### config.mk
export PLATFORM = sky130hd
export DESIGN_NAME = data_mem_arbiter
export DESIGN_NICKNAME = d
export VERILOG_FILES = /design/src/rtl/data_mem_arbiter.sv
export SDC_FILE = /design/constraint.sdc
export NUM_CORES = 1
export LEC_CHECK = 0
export BUFFER_PORTS_ARGS = -buffer_cell sky130_fd_sc_hd__buf_2
export CAP_MARGIN = 10
export CORE_MARGIN = 3
export CORE_UTILIZATION = 40
export CTS_BUF_LIST = sky130_fd_sc_hd__clkbuf_8 sky130_fd_sc_hd__clkbuf_16
export DETAILED_ROUTE_END_ITERATION = 10
export PLACE_DENSITY = 0.79
export SYNTH_ARGS = -nofsm -noshare
export SYNTH_HDL_FRONTEND = slang
export SYNTH_SLANG_ARGS = --single-unit
### constraint.sdc
create_clock -name clk -period 1.5 [get_ports clk]
set_clock_uncertainty 0.15 [all_clocks]
set_input_delay 0.225 -clock clk [delete_from_list [all_inputs] [get_ports clk]]
set_output_delay 0.225 -clock clk [all_outputs]
set_load 0.005 [all_outputs]
### src/rtl/data_mem_arbiter.sv
// Two-port arbiter/sequencer for the 64-entry data memory window.
// Optional macro ARB_ROUND_ROBIN_EN selects round-robin instead of fixed port-0 priority.
module data_mem_arbiter #(
    parameter int unsigned ADDR_W    = 8,
    parameter int unsigned DATA_W    = 8,
    parameter int unsigned MEM_BASE  = 64,
    parameter int unsigned MEM_LIMIT = 127
) (
    input  logic                clk,
    input  logic                rst_n,
    input  logic [1:0]          req_i,
    input  logic [1:0]          we_i,
    input  logic [2*ADDR_W-1:0] addr_i,
    input  logic [2*DATA_W-1:0] wdata_i,
    output logic [1:0]          gnt_o,
    output logic [1:0]          rsp_valid_o,
    output logic                rsp_err_o,
    output logic [DATA_W-1:0]   rdata_o,
    output logic [ADDR_W-1:0]   mem_addr_o,
    output logic [DATA_W-1:0]   mem_wdata_o,
    output logic                mem_we_o,
    input  logic [DATA_W-1:0]   mem_rdata_i,
    output logic                busy_o
);

    typedef enum logic [1:0] {
        IDLE   = 2'd0,
        ACCESS = 2'd1,
        RESP   = 2'd2
    } state_t;

    localparam logic [ADDR_W-1:0] BASE_A  = ADDR_W'(MEM_BASE);
    localparam logic [ADDR_W-1:0] LIMIT_A = ADDR_W'(MEM_LIMIT);

    state_t              state_q, state_d;
    logic [1:0]          gnt_q, gnt_d;
    logic [1:0]          rsp_valid_q, rsp_valid_d;
    logic                rsp_err_q, rsp_err_d;
    logic [DATA_W-1:0]   rdata_q, rdata_d;
    logic [ADDR_W-1:0]   mem_addr_q, mem_addr_d;
    logic [DATA_W-1:0]   mem_wdata_q, mem_wdata_d;
    logic                mem_we_q, mem_we_d;
    logic                owner_q, owner_d;
    logic                inwin_q, inwin_d;
    logic                wr_q, wr_d;

    logic                win;
    logic [ADDR_W-1:0]   sel_addr;
    logic [DATA_W-1:0]   sel_wdata;
    logic                sel_we;
    logic                sel_inwin;

`ifdef ARB_ROUND_ROBIN_EN
    logic                last_q, last_d;

    // On contention the port not granted last wins; otherwise the sole requester.
    always_comb begin
        if (req_i == 2'b11) win = ~last_q;
        else                win = req_i[1];
    end
`else
    always_comb win = ~req_i[0];
`endif

    always_comb begin
        sel_addr  = win ? addr_i[2*ADDR_W-1:ADDR_W]  : addr_i[ADDR_W-1:0];
        sel_wdata = win ? wdata_i[2*DATA_W-1:DATA_W] : wdata_i[DATA_W-1:0];
        sel_we    = win ? we_i[1] : we_i[0];
        sel_inwin = (sel_addr >= BASE_A) && (sel_addr <= LIMIT_A);
    end

    always_comb begin
        state_d     = state_q;
        gnt_d       = '0;
        rsp_valid_d = '0;
        rsp_err_d   = 1'b0;
        rdata_d     = '0;
        mem_we_d    = 1'b0;
        mem_addr_d  = mem_addr_q;
        mem_wdata_d = mem_wdata_q;
        owner_d     = owner_q;
        inwin_d     = inwin_q;
        wr_d        = wr_q;
`ifdef ARB_ROUND_ROBIN_EN
        last_d      = last_q;
`endif
        unique case (state_q)
            IDLE: begin
                if (|req_i) begin
                    gnt_d       = win ? 2'b10 : 2'b01;
                    owner_d     = win;
                    mem_addr_d  = sel_addr;
                    mem_wdata_d = sel_wdata;
                    wr_d        = sel_we;
                    inwin_d     = sel_inwin;
                    mem_we_d    = sel_we & sel_inwin;
`ifdef ARB_ROUND_ROBIN_EN
                    last_d      = win;
`endif
                    state_d     = ACCESS;
                end
            end
            ACCESS: state_d = RESP;
            RESP: begin
                rdata_d     = (inwin_q && !wr_q) ? mem_rdata_i : '0;
                rsp_err_d   = ~inwin_q;
                rsp_valid_d = owner_q ? 2'b10 : 2'b01;
                state_d     = IDLE;
            end
            default: state_d = IDLE;
        endcase
    end

    always_ff @(posedge clk or negedge rst_n) begin
        if (!rst_n) begin
            state_q     <= IDLE;
            gnt_q       <= '0;
            rsp_valid_q <= '0;
            rsp_err_q   <= 1'b0;
            rdata_q     <= '0;
            mem_addr_q  <= '0;
            mem_wdata_q <= '0;
            mem_we_q    <= 1'b0;
            owner_q     <= 1'b0;
            inwin_q     <= 1'b0;
            wr_q        <= 1'b0;
        end else begin
            state_q     <= state_d;
            gnt_q       <= gnt_d;
            rsp_valid_q <= rsp_valid_d;
            rsp_err_q   <= rsp_err_d;
            rdata_q     <= rdata_d;
            mem_addr_q  <= mem_addr_d;
            mem_wdata_q <= mem_wdata_d;
            mem_we_q    <= mem_we_d;
            owner_q     <= owner_d;
            inwin_q     <= inwin_d;
            wr_q        <= wr_d;
        end
    end

`ifdef ARB_ROUND_ROBIN_EN
    always_ff @(posedge clk or negedge rst_n) begin
        if (!rst_n) last_q <= 1'b1;
        else        last_q <= last_d;
    end
`endif

    assign gnt_o       = gnt_q;
    assign rsp_valid_o = rsp_valid_q;
    assign rsp_err_o   = rsp_err_q;
    assign rdata_o     = rdata_q;
    assign mem_addr_o  = mem_addr_q;
    assign mem_wdata_o = mem_wdata_q;
    assign mem_we_o    = mem_we_q;
    assign busy_o      = (state_q != IDLE);

endmodule

==> impl_metrics.ini, run 1 <==
[run_status]
outcome = completed

[critical_path]
crit_fanout = 3
worst_path_most_repeated_cell = buf_6
max_stage_delay_ns = 0.40
crit_type = flip-flop to primary output
start_kind = flip-flop
critical_path.cell_chain = nor2_2 > buf_6 > inv_2 > buf_6
required_ns = 1.12
crit_slowest_cell = dfrtp_1
arrival_ns = 1.09
cp-end-kind = primary output

[clock_tree]
path_clk_slew_ns = 0.07
clk_latency_ns = 0.27
htree_levels = 2
cts_tree = yes
cts_buffers = 5
root_buffer = clkbuf_8
clockBufferDepth = 2
cts_sinks = 35

[cells_and_area]
final_core_util_pct = 60.02
final_layout_size_suffix_gt1_share_pct = 45.02
layout.nets = 256
finalNonFillerCells = 257
final_area_sq_um = 2034
syn2layout_area_growth_pct = 42.26
n_antenna_cell = 0
fill_cells = 307

[timing]
drv_slew = 0
tightest_slew_ns = 0.1641
grt_setup_unrepaired = true
min_period_over_period_pct = 97.51
whs_ns = 0.005698
hold_violations = 0
setup_viol = 0
max_freq_mhz = 683.7
post-route-min-period_ns = 1.463
max_slew_margin_pct = 88.75

[placed_design]
placed_area_sq_um = 1913
dp_cells = 246
port_buffers = 76
place.gp.congestion = 0.7281
place_hpwl_mm = 2.545

[route]
post-route-drc-count = 0
dr_wl_met3_microns = 144
wl_met1_mm = 1.404
met2_length_mm = 1.799
ant_nets = 0
finalWirelength_mm = 3.379
dr.first_iter.drc_count = 38
highest_layer = met4
drt_pass1_iterations = 4
vias = 1227
via_per_inst = 4.774
routedWlPerCell_microns = 13.15

[yosys]
synth_top_area_share_pct = 61.24
ys_seq_elements = 35
syn_inst = 123
synth_seq_area_share_pct = 61.24
syn_nets = 169
syn_area_sq_um = 1430
ys_warn_count = 0
synth_cell_type_count = 22
yosysTopAreaCell = dfrtp_1
ys_top_cells_by_area = dfrtp_1 61%, a21oi_1 12%, mux2i_1 11%
synth.avg_cell_area_sq_um = 11.63

[grt]
antenna_found_initial = 0
grt_pass1_vias = 1271
grt_usage_pct = 17.28
grt-ovfl-total = 0
grt_max_degree = 36
grt_pass1_wl_mm = 5.699

[die]
die_h_microns = 65.80
ios = 77
start_util_pct = 42.19
row_count = 21
die-width_microns = 65.80
dieArea_sq_um = 4329
core_sq_um = 3390

[worst_hold_path]
min-delay-path-class = input port to flip-flop

[pwr]
p_leak_nw = 1.087
fin_total_pwr_mw = 3.313
power.density_nw_per_um2 = 1628
ir_drop_mv = 0.8571

[flow_run]
cap_violations = 0
[metrics by stage]
| step | worst slack, ns | TNS (ns) |
|---|---|---|
| after detailed placement | 0.1103 | 0 |
| after global placement | 0.1265 | 0 |
| after global routing | -0.02365 | -0.02365 |
| after CTS | 0.01649 | 0 |
| final | 0.03728 | 0 |
| after floorplan | 0.07449 | 0 |
[registers in the layout, summed over array words and instances (netlist names)]
register     flops
mem_addr_o       8
inwin_q          1
rsp_valid_o      2
rsp_err_o        1
gnt_o            2
owner_q          1
mem_wdata_o      8
rdata_o          8
wr_q             1
mem_we_o         1
state_q          2
[worst max-delay path: cells and delay by family (launching register included)]
kind	cells	cell delay, ns
buffers and inverters	3	0.26
DFF	1	0.40
and+or+nand+nor	1	0.16
[Yosys cell counts]
cell and count:
dfrtp_1 35, a21oi_1 33, mux2i_1 16, and2_1 10, nor2_1 5, clkbuf_1 3, buf_2 2, buf_6 2
nand2_1 2, nand2b_1 2, nand3_1 2, a31oi_1 1, buf_1 1, inv_1 1, inv_2 1, mux2_4 1
nand3b_1 1, nor2b_1 1, nor3b_1 1, o21a_1 1, o22ai_1 1, or2_1 1
[power by group]
group	total, mW	internal, mW	switching [mW]
clock	0.606	0.311	0.294
combinational	1.27	0.636	0.634
sequential	1.44	1.27	0.165
[final timing paths]
path,from,end,slack [ns],depth (start not counted)
max,state_q[0],busy_o,0.04,4
min,mem_rdata_i[3],rdata_o[3],0.006,2
max reg2reg,state_q[0],mem_addr_o[7],0.13,5
min reg2reg,owner_q,rsp_valid_o[0],0.27,1
max in group asynchronous,rst_n,state_q[0],0.74,3
min in group asynchronous,rst_n,mem_wdata_o[6],0.29,3
[per-layer routing]
layer / vias to the layer above / track usage [%]
li1: 600 / -
met1: 591 / 20.68
met2: 34 / 30.04
met3: 2 / 3.912
met4: 0 / 6.477
met5: - / 0
[layout make-up]
| class | instances | area (sq um) | share of cell area [%] |
|---|---|---|---|
| sequential | 35 | 875.8 | 43.05 |
| timing repair buffer | 88 | 510.5 | 25.09 |
| multi-input combinational | 78 | 501.7 | 24.66 |
| clock buffer | 5 | 68.82 | 3.383 |
| tap | 46 | 57.56 | 2.829 |
| clock inverter | 3 | 12.51 | 0.6150 |
| inverter | 2 | 7.507 | 0.3690 |
[what timing repair did]
action / 4_1_cts / 5_1_grt
hold endpoints to repair: 36 / 0
buffers inserted: 1 / 0
gates resized for setup: 1 / 2
endpoints found under the setup margin: 1 / 1
pin swaps: 0 / 1
hold buffers: 2 / 0
[kinds of logic (layout without fill, tap and decap cells)]
kind of cell / after synthesis / count (layout) / share of synthesized area (%)
buffers and inverters: 10 / 98 / 3.849
muxes: 17 / 17 / 12.25
AOI/OAI and AO/OA: 36 / 36 / 12.95
DFF: 35 / 35 / 61.24
and+or+nand+nor: 25 / 25 / 9.712
[placed cells by master (no fill, tap or decap), drive strengths merged]
| master | netlist | layout |
|---|---|---|
| buf | 5 | 86 |
| dfrtp | 35 | 35 |
| a21oi | 33 | 33 |
| mux2i | 16 | 16 |
| and2 | 10 | 10 |
| clkbuf | 3 | 5 |
| nor2 | 5 | 5 |
| inv | 2 | 4 |
| nand2b | 2 | 2 |
| nand3 | 2 | 2 |
| nand2 | 2 | 2 |
| dlygate4sd3 | 0 | 2 |
| nor3b | 1 | 1 |
| nand3b | 1 | 1 |
| or2 | 1 | 1 |
| nor2b | 1 | 1 |
| o21a | 1 | 1 |
| o22ai | 1 | 1 |
| mux2 | 1 | 1 |
| a31oi | 1 | 1 |
| clkinv | 0 | 1 |
Power figures use the tool's default switching activity.
==> run 2, diff against run 1 <==
--- a/config.mk
+++ b/config.mk
@@ -5,13 +5,15 @@
 export SDC_FILE = /design/constraint.sdc
 export NUM_CORES = 1
 export LEC_CHECK = 0
+export ABC_AREA = 1
 export BUFFER_PORTS_ARGS = -buffer_cell sky130_fd_sc_hd__buf_2
 export CAP_MARGIN = 10
 export CORE_MARGIN = 3
-export CORE_UTILIZATION = 40
+export CORE_UTILIZATION = 44
 export CTS_BUF_LIST = sky130_fd_sc_hd__clkbuf_8 sky130_fd_sc_hd__clkbuf_16
 export DETAILED_ROUTE_END_ITERATION = 10
-export PLACE_DENSITY = 0.79
+export PLACE_DENSITY = 0.84
+export SKIP_CTS_REPAIR_TIMING = 1
 export SYNTH_ARGS = -nofsm -noshare
 export SYNTH_HDL_FRONTEND = slang
 export SYNTH_SLANG_ARGS = --single-unit
==> run 2 against run 1 <==
Compared with the run above:
- highest routed layer unchanged
- global-route usage down 0.89 points
- critical path depth down 1
- clock-buffer cell count up 1
- non-clock buffer count down 7
==> impl_metrics.ini, run 2 <==
[run_status]
outcome = completed

[grt]
antenna_found_initial = 0
grt_pass1_wl_mm = 5.285
grt_usage_pct = 16.39
grt_pass1_vias = 1207
grt_max_degree = 36
grt-ovfl-total = 0

[cells_and_area]
layout.nets = 303
layout_common_cells = 101 x nand2_1, 76 x buf_2, 35 x dfrtp_1, 8 x nor2_1, 8 x nor3b_1
fill_cells = 310
final_layout_size_suffix_gt1_share_pct = 35.80
syn2layout_area_growth_pct = 33.58
multiInputGateArea_sq_um = 531.8
final_common_cell = nand2_1
final_area_sq_um = 2001
n_antenna_cell = 0
regArea_sq_um = 875.8

[yosys]
synth_flop_cell = dfrtp_1
synth_top_area_share_pct = 58.48
yosys-top-cells-count = 101 x nand2_1, 35 x dfrtp_1, 8 x nor2_1, 8 x nor3b_1, 6 x inv_1
ys_seq_elements = 35
syn_inst = 176
yosysTopAreaCell = dfrtp_1
syn_nets = 222
synth_cell_type_count = 15
synth.avg_cell_area_sq_um = 8.510
synthArstFlopShare_pct = 100.0
syn_area_sq_um = 1498
synth_seq_area_share_pct = 58.48
ys_top_cells_by_area = dfrtp_1 58%, nand2_1 25%, nor3b_1 4.0%
synth.most_common_cell = nand2_1
synth_edf_count = 0
ys_warn_count = 0

[pwr]
switchingPower_mw = 1.073
p_leak_nw = 1.223
seq_power_share_pct = 45.2
ir_drop_mv = 0.8249
power.density_nw_per_um2 = 1575
intPower_mw = 2.078
fin_total_pwr_mw = 3.152
sw_frac_of_total_pct = 34.06
clkPwrFrac_pct = 20.8
pwr-share-comb_pct = 34.0

[route]
via_per_inst = 4.395
finalWirelength_mm = 3.137
drt_pass1_iterations = 4
post-route-drc-count = 0
vias = 1323
ant_nets = 0
dr.first_iter.drc_count = 80
routedWlPerCell_microns = 10.42

[critical_path]
crit_path_start = state_q[0]
critical_path.cell_chain = inv_2 > nand2_2 > buf_2
crit_fanout = 3
r2r-end = mem_addr_o[7]
arrival_ns = 1.00
r2r_cells = 4
cp-end-kind = primary output
r2r-start = state_q[1]
start_kind = flip-flop
crit_slowest_cell = dfrtp_1
crit_type = flip-flop to primary output
max_stage_delay_ns = 0.39
required_ns = 1.12
ff2ff_setup_slack_ns = 0.25

[placed_design]
place.gp.congestion = 0.7403
port_buffers = 76
placed_area_sq_um = 1903
place_hpwl_mm = 2.423

[timing]
setup_viol = 0
tightest_slew_ns = 0.4134
post-route-min-period_ns = 1.372
max_freq_mhz = 728.9
whs_ns = 0.04871
setup_tns_ns = 0
grt_setup_unrepaired = false
drv_slew = 0
min_period_over_period_pct = 91.46
hold_violations = 0
max_slew_margin_pct = 72.44

[clock_tree]
path_clk_slew_ns = 0.06
cts_sinks = 35
root_buffer = clkbuf_8
clockBufferDepth = 2
cts_buffers = 5
htree_levels = 2
cts_tree = yes
clk_latency_ns = 0.28

[die]
dieArea_sq_um = 4140
ios = 77
row_count = 20
die_h_microns = 64.34
start_util_pct = 47.50
core_sq_um = 3153
die-width_microns = 64.34

[worst_hold_path]
min-delay-path-class = input port to flip-flop
min_path_cells = 2
hp-start = mem_rdata_i[5]
hold_end = rdata_o[5]

[flow_run]
cap_violations = 0
==> run 2: cell types whose count changed after synthesis, sizes merged, moves of 2 or more <==
cell    previous run  this run
nand2              2       102
and2              10         0
nor3b              1         8
buf                5         7
clkbuf             3         0
o21ai              0         4
mux2i             16         0
nor2               5        10
inv                2         8
a21oi             33         1
nand2b             2         0
==> run 2: critical path: cells and delay by family, from the launching register on <==
kind / cells / cell delay [ns]
AND/OR/NAND/NOR: 1 / 0.10
buffers and inverters: 2 / 0.23
flip-flops: 1 / 0.39
==> run 2: how the worst max path moves through the flow <==
| stage | end | cells after the start | slack (ns) |
|---|---|---|---|
| floorplan | mem_addr_o[7] | 5 | 0.37 |
| global placement | mem_we_o | 5 | 0.30 |
| detailed placement | mem_addr_o[7] | 4 | 0.24 |
| CTS | busy_o | 3 | 0.11 |
| global route | busy_o | 3 | 0.08 |
| finish | busy_o | 3 | 0.13 |
==> run 2: cell families after synthesis <==
logic type,Yosys count,synth area share [%]
AO/OA/AOI/OAI,5,1.671
buffers and inverters,15,6.015
flip-flops,35,58.48
AND/OR/NAND/NOR,121,33.83
==> run 2: area by class of cell <==
cell class	instances	area share (%)
Tap cell	44	2.752
Inverter	8	1.501
Clock buffer	6	4.128
Timing Repair Buffer	81	21.01
Multi-Input combinational cell	126	26.58
Sequential cell	35	43.78
Clock inverter	1	0.2502
==> run 2: routing by layer <==
metal	part of all wire, %	GRT usage [%]	wire [microns]	up-vias
met4	1.7	6.332	54	0
met1	43	20.05	1349	572
met5	0	0	0	-
li1	-	-	-	689
met3	8.3	5.624	261	6
met2	47	26.55	1472	56
==> run 2: metrics by stage <==
step	instances	util (%)	setup slack (ns)
after floorplan	176	-	0.3741
after global placement	293	60.36	0.3024
after detailed placement	293	60.36	0.2353
after CTS	300	63.13	0.1141
after global routing	301	63.45	0.08231
final	301	63.45	0.1281
==> run 2: power groups by stage <==
stage               combinational, mW  sequential (mW)  clock (mW)
finish                           1.07             1.42       0.656
floorplan                       0.597             1.46           0
global placement                 1.07             1.43           0
detailed placement               1.10             1.44           0
global route                     1.24             1.47       0.726
CTS                              1.09             1.43       0.678
